===== src/rtl/nicotb_sink_pkg.sv =====
// rtl/nicotb_sink_pkg.sv - shared types and LFSR helper for the two-wire stream sink
package nicotb_sink_pkg;

    typedef enum logic [1:0] {
        MODE_ALWAYS = 2'd0,
        MODE_NEVER  = 2'd1,
        MODE_RAND   = 2'd2,
        MODE_PERIOD = 2'd3
    } ready_mode_e;

    // Taps 16,14,13,11 counted from the output end: bits 0,2,3,5 of a right-shifting register.
    localparam logic [15:0] LFSR_TAPS = 16'h002D;

    function automatic logic [15:0] lfsr16_next(input logic [15:0] s);
        return {^(s & LFSR_TAPS), s[15:1]};
    endfunction

endpackage


===== src/rtl/nicotb_sync_fifo.sv =====
// rtl/nicotb_sync_fifo.sv - single-clock FIFO with occupancy counter and underflow-safe pop
module nicotb_sync_fifo #(
    parameter int DW    = 8,
    parameter int DEPTH = 4
) (
    input  logic                     clk,
    input  logic                     rst,
    input  logic                     i_push,
    input  logic [DW-1:0]            i_data,
    input  logic                     i_pop,
    output logic                     o_full,
    output logic                     o_empty,
    output logic [$clog2(DEPTH):0]   o_count,
    output logic [DW-1:0]            o_head
);
    localparam int AW = $clog2(DEPTH);
    localparam int CW = AW + 1;

    logic [DW-1:0] r_mem [DEPTH];
    logic [AW-1:0] r_wptr;
    logic [AW-1:0] r_rptr;
    logic [CW-1:0] r_count;
    logic          w_pop;
    logic          w_push;

    assign o_full  = (r_count == CW'(DEPTH));
    assign o_empty = (r_count == '0);
    assign o_count = r_count;
    assign o_head  = r_mem[r_rptr];

    // Pop on empty is dropped; push is guarded here too so the FIFO is safe standalone.
    assign w_pop  = i_pop && !o_empty;
    assign w_push = i_push && !o_full;

    always_ff @(posedge clk) begin
        if (rst) begin
            r_wptr  <= '0;
            r_rptr  <= '0;
            r_count <= '0;
        end else begin
            if (w_push) begin
                r_mem[r_wptr] <= i_data;
                r_wptr        <= r_wptr + AW'(1);
            end
            if (w_pop) begin
                r_rptr <= r_rptr + AW'(1);
            end
            case ({w_push, w_pop})
                2'b10:   r_count <= r_count + CW'(1);
                2'b01:   r_count <= r_count - CW'(1);
                default: r_count <= r_count;
            endcase
        end
    end

endmodule


===== src/rtl/nicotb_twowire_sink.sv =====
// rtl/nicotb_twowire_sink.sv - valid/ready responder with backpressure patterns and beat capture
module nicotb_twowire_sink
    import nicotb_sink_pkg::*;
#(
    parameter int          DW    = 8,
    parameter int          DEPTH = 4,
    parameter logic [15:0] SEED  = 16'hACE1
) (
    input  logic                     clk,
    input  logic                     rst,
    input  logic                     i_valid,
    input  logic [DW-1:0]            i_data,
    output logic                     o_ready,
    input  logic [1:0]               cfg_mode,
    input  logic [7:0]               cfg_thresh,
    output logic                     o_cap,
    output logic [DW-1:0]            o_cap_data,
    input  logic                     i_pop,
    output logic [DW-1:0]            o_head,
    output logic                     o_nempty,
    output logic [$clog2(DEPTH):0]   o_count,
    output logic [31:0]              o_beats
);
    logic [15:0]   r_lfsr;
    logic [7:0]    r_per;
    logic          r_cap;
    logic [DW-1:0] r_cap_data;
    logic [31:0]   r_beats;

    logic [7:0]    w_period;
    logic          w_pattern;
    logic          w_full;
    logic          w_empty;
    logic          w_acc;

    always_comb begin
        w_period  = (cfg_thresh == 8'd0) ? 8'd1 : cfg_thresh;
        w_pattern = 1'b0;
        case (ready_mode_e'(cfg_mode))
            MODE_ALWAYS: w_pattern = 1'b1;
            MODE_NEVER:  w_pattern = 1'b0;
            MODE_RAND:   w_pattern = (r_lfsr[7:0] < cfg_thresh);
            MODE_PERIOD: w_pattern = (r_per == 8'd0);
            default:     w_pattern = 1'b0;
        endcase
    end

    // Ready never looks at i_valid; rst gating keeps a coincident beat from being taken.
    assign o_ready = w_pattern && !w_full && !rst;
    assign w_acc   = i_valid && o_ready;

    always_ff @(posedge clk) begin
        if (rst) begin
            r_lfsr     <= SEED;
            r_per      <= 8'd0;
            r_cap      <= 1'b0;
            r_cap_data <= '0;
            r_beats    <= 32'd0;
        end else begin
            r_lfsr <= lfsr16_next(r_lfsr);
            // The >= compare also clamps a counter left beyond a newly shortened period.
            r_per  <= (r_per >= w_period - 8'd1) ? 8'd0 : r_per + 8'd1;
            r_cap  <= w_acc;
            if (w_acc) begin
                r_cap_data <= i_data;
                r_beats    <= r_beats + 32'd1;
            end
        end
    end

    assign o_cap      = r_cap;
    assign o_cap_data = r_cap_data;
    assign o_beats    = r_beats;
    assign o_nempty   = !w_empty;

    nicotb_sync_fifo #(
        .DW    (DW),
        .DEPTH (DEPTH)
    ) u_fifo (
        .clk     (clk),
        .rst     (rst),
        .i_push  (w_acc),
        .i_data  (i_data),
        .i_pop   (i_pop),
        .o_full  (w_full),
        .o_empty (w_empty),
        .o_count (o_count),
        .o_head  (o_head)
    );

endmodule


===== config.mk =====
export PLATFORM = sky130hd
export DESIGN_NAME = nicotb_twowire_sink
export DESIGN_NICKNAME = d
export VERILOG_FILES = /design/src/rtl/nicotb_sink_pkg.sv /design/src/rtl/nicotb_sync_fifo.sv /design/src/rtl/nicotb_twowire_sink.sv
export SDC_FILE = /design/constraint.sdc
export NUM_CORES = 1
export LEC_CHECK = 0
export CAP_MARGIN = 40
export CORE_ASPECT_RATIO = 2
export CORE_MARGIN = 5
export CORE_UTILIZATION = 52
export CTS_BUF_LIST = sky130_fd_sc_hd__clkbuf_8
export CTS_CLUSTER_DIAMETER = 100
export DETAILED_ROUTE_END_ITERATION = 8
export GPL_TIMING_DRIVEN = 0
export PLACE_DENSITY = 0.78
export SETUP_SLACK_MARGIN = 0.1
export SLEW_MARGIN = 20
export SYNTH_ARGS = -nofsm -noshare
export SYNTH_HDL_FRONTEND = slang
export SYNTH_SLANG_ARGS = --single-unit

===== constraint.sdc =====
create_clock -name clk -period 3.8 [get_ports clk]
set_clock_uncertainty 0.1 [all_clocks]
set_input_delay 0.76 -clock clk [delete_from_list [all_inputs] [get_ports clk]]
set_output_delay 0.76 -clock clk [all_outputs]
set_load 0.02 [all_outputs]

==> flow_results.org <==
** Route
- Dividing the detail-routed via count by the number of cells gives 6.05.
- Summed over all layers, the routed wires come to 12100 µm.
- After detailed routing, the average wire length per cell comes to 18.1 µm.
- Vias :: 4034
- First-pass detailed-route iteration total :: 5
- Antenna-violating nets left :: 0
- In the routed design, unresolved DRC markers number 0.
- 1st-iter DRT viols :: 259

** Timing
- The routed design could run at a clock period as short as 3.63 ns.
- Relative slew margins :: 42.3%
- On the final layout, the worst hold slack is 0.320 ns.
- Setup violations remaining at the end of the flow were counted as 0.
- Slew of the pin with the lowest slew margin :: 0.863 ns
- The number of max-slew violations in the final report is 0.
- Setup repair after global routing missed its margin :: yes
- Hold violation count in the final report :: 0
- The worst path uses 95.5% of the clock period.
- Summed over all failing endpoints, the final setup total negative slack is 0 ns.
- Max Freq :: 276 MHz

** Clocking
- After clock tree synthesis, the clock-pin slew on the worst setup and hold paths is 0.10 ns.
- The clock drives 106 sinks.
- In this run the deepest clock path goes through 2 buffers.
- TritonCTS built the clock tree.
- For the worst-skew pair, the clock arrives at the later sink with an insertion delay of 0.38 ns.
- CTS root buf :: sky130_fd_sc_hd__clkbuf_8
- Number of clock buffers inserted by TritonCTS :: 9
- In this run, post-CTS hold repair placed 0 buffers.
- CTS built an H-tree with a depth of 3.

** GRT
- Initial antenna violation count :: 0
- Via count of the first global-routing pass :: 4091
- After global routing the overflow that remains totals 0.
- Global-route wire length before repair :: 19700 µm
- GRT Overall Usage :: 21.3%
- Largest net degree at the start of global routing :: 21

** Place
- Buffers placed on the I/O ports in this run total 74.
- Gpl congestion :: 0.894
- The number of placed instances, taps included, is 645.
- Detailed placer's ending HPWL :: 9180 µm

** Setup path
- Of all nets on the critical path, the largest fanout is 3.
- For the worst setup path, the data required time is 4.01 ns.
- The critical path is of the input pin to flop type.
- Arrival time worst endpoint :: 3.83 ns
- The worst setup path is captured at a flop.
- STA classifies the critical path startpoint as an input pin.

** Final layout
- Final antenna diode count :: 0
- The post-route netlist has 12.8% of its cells at a drive strength greater than 1.
- Fill cells :: 749
- After the last flow step, the layout net total stands at 605.
- Once layout is complete, the cells apart from fillers number 667.
- From synthesis to final layout, the design area changed by 24.6%.

** Synthesis
- Counting every instance in the synthesized netlist gives 467.
- In the synthesized netlist the async set-or-reset flop fraction comes to 0%.
- Yosys mapped a number of flops with a built-in enable equal to 32.
- The cell area that synthesis handed to floorplanning was 4950 µm².
- The largest total area in the synthesized netlist belongs to sky130_fd_sc_hd__dfxtp_1.
- Among all flip-flop cells after synthesis, the most frequent one is sky130_fd_sc_hd__dfxtp_1.
- Synthesis warning total :: 0
- In this run, synthesis produced a sequential element count of 106.
- Post-synth top area share :: 30.0%
- The most common cell in the synthesized netlist is sky130_fd_sc_hd__dfxtp_1.
- Commonest cells in the synthesized netlist :: 74 x sky130_fd_sc_hd__dfxtp_1, 33 x sky130_fd_sc_hd__a21oi_1, 32 x sky130_fd_sc_hd__edfxtp_1
- Syn nets :: 514
- In this run the mean area of a mapped cell was 10.6 µm².
- Summing the sequential cell areas from Yosys gives 49.4% of the chip area.
- The synthesized netlist contains 54 unique library cells.
- Top cells by area, synth :: sky130_fd_sc_hd__dfxtp_1 30%, sky130_fd_sc_hd__edfxtp_1 19%, sky130_fd_sc_hd__ha_1 6.1%

** Die
- Count of pins on the block boundary :: 76
- Once the floorplan was initialized, standard cells occupied 53.1% of the core.
- The floorplan step defined a core boundary enclosing 9320 µm².
- In this run the horizontal extent of the chip is 79.0 µm.
- The die covers 11700 µm².
- The floorplan step set the die height to 148 µm.
- Total number of placement rows :: 50

** Min path
- The path class of the tightest hold or removal check is flop to flop.

** Power
- For this design the ratio of total power to cell area is 397 nW/µm².
- The worst-case IR drop observed on VDD is 0.223 mV.
- The analysis attributes to cell leakage a power of 2.13 nW.

** Outcome
- Outcome :: complete, no violations

** Run
- Max-cap violations in this run came to 0.
-- repair_timing --
item                       in CTS  in global routing
pin swaps                       3                  3
setup endpoints to repair       3                 11
resized for setup              20                 12
buffers inserted                6                  1
-- area by class of cell --
cell class                 instances  area [µm²]  share of cell area (%)
clock buffer                       9         124                    2.01
multi-input combinational        311        2390                    38.8
sequential                       106        2440                    39.6
buffer                            26         123                    1.99
timing repair buffer              81         796                    12.9
clock inverter                     7        67.6                    1.10
inverter                          23        86.3                    1.40
tap                              104         130                    2.11
-- flip-flops by register name (all words and copies together) (netlist names), named ones only --
name / count
r_lfsr: 16
o_cap_data: 8
r_per: 8
u_fifo.o_count: 3
u_fifo.r_rptr: 2
o_cap: 1
u_fifo.r_mem: 32
u_fifo.r_wptr: 2
o_beats: 32
-- report_power, final --
| group | internal, W | switching, W | leakage (nW) |
|---|---|---|---|
| combinational | 0.000250 | 0.000274 | 1.14 |
| clock | 0.000258 | 0.000417 | 0.0962 |
| sequential | 0.00121 | 0.0000344 | 0.892 |
-- metrics by stage --
step	util (%)	area, µm²	total power [W]	worst slack, ns
2_1_floorplan	-	4950	0.00157	0.297
3_3_place_gp	62.4	5820	0.00175	-0.920
3_5_place_dp	62.4	5820	0.00177	-0.943
4_1_cts	65.7	6120	0.00245	0.0853
5_1_grt	66.1	6160	0.00256	0.0732
6_report	66.1	6160	0.00244	0.172
-- critical path, cell delays in order --
cell and delay (ns):
sky130_fd_sc_hd__clkdlybuf4s50_1 0.52, sky130_fd_sc_hd__inv_1 0.09, sky130_fd_sc_hd__ha_4 0.28, sky130_fd_sc_hd__and3_4 0.21
sky130_fd_sc_hd__a221oi_4 0.08, sky130_fd_sc_hd__buf_6 0.13, sky130_fd_sc_hd__o2111ai_4 0.22, sky130_fd_sc_hd__buf_6 0.15
sky130_fd_sc_hd__nor2_2 0.04, sky130_fd_sc_hd__inv_2 0.09, sky130_fd_sc_hd__ha_2 0.20, sky130_fd_sc_hd__inv_1 0.06
sky130_fd_sc_hd__fa_1 0.37, sky130_fd_sc_hd__xor2_1 0.15, sky130_fd_sc_hd__or3_1 0.32, sky130_fd_sc_hd__a21oi_2 0.13
-- path summary, 6_finish.rpt --
kind,end,cells past startpoint,slack [ns],startpoint
setup / recovery,u_fifo.o_count[2],16,0.17,cfg_thresh[7]
hold / removal,r_lfsr[10],1,0.32,r_lfsr[11]
setup reg to reg,u_fifo.o_count[2],14,0.80,r_per[0]
hold reg to reg,r_lfsr[10],1,0.32,r_lfsr[11]
-- cell families after synthesis --
logic type	count (synthesis)	synth area share (%)
compound gates	107	14.8
xor+xnor	18	3.19
fa+ha+maj	25	6.48
buf+inv	50	4.02
flops	106	49.4
mux	11	4.30
simple gates	150	17.9
-- layout by cell type, fill, tap and decap left out, types with 4 or more instances in the layout --
master,instances
sky130_fd_sc_hd__dfxtp_1,74
sky130_fd_sc_hd__clkdlybuf4s50_1,71
sky130_fd_sc_hd__a21oi_1,32
sky130_fd_sc_hd__edfxtp_1,32
sky130_fd_sc_hd__nand3_1,29
sky130_fd_sc_hd__inv_1,22
sky130_fd_sc_hd__ha_1,22
sky130_fd_sc_hd__o31ai_1,21
sky130_fd_sc_hd__o21ai_0,17
sky130_fd_sc_hd__clkbuf_1,17
sky130_fd_sc_hd__or4_1,16
sky130_fd_sc_hd__or2_2,15
sky130_fd_sc_hd__nand2_1,14
sky130_fd_sc_hd__nor2_1,13
sky130_fd_sc_hd__and3_1,11
sky130_fd_sc_hd__xor2_1,10
sky130_fd_sc_hd__nor2b_1,10
sky130_fd_sc_hd__nand4_1,9
sky130_fd_sc_hd__o311ai_0,9
sky130_fd_sc_hd__clkbuf_8,9
sky130_fd_sc_hd__xnor2_1,8
sky130_fd_sc_hd__mux4_2,8
sky130_fd_sc_hd__a211oi_1,8
sky130_fd_sc_hd__buf_4,7
sky130_fd_sc_hd__nor4_1,5
sky130_fd_sc_hd__buf_6,4
sky130_fd_sc_hd__or3_1,4
sky130_fd_sc_hd__buf_1,4
sky130_fd_sc_hd__o41ai_1,4
-- layer usage --
metal	global-route usage, %	routed length [µm]	up-vias	part of all wire [%]
met5	0	0	-	0
met4	9.90	346	0	2.9
met3	3.90	443	25	3.7
met2	39.9	6710	117	55
met1	22.3	4600	1956	38
li1	-	-	1936	-
Power figures use the tool's default switching activity.
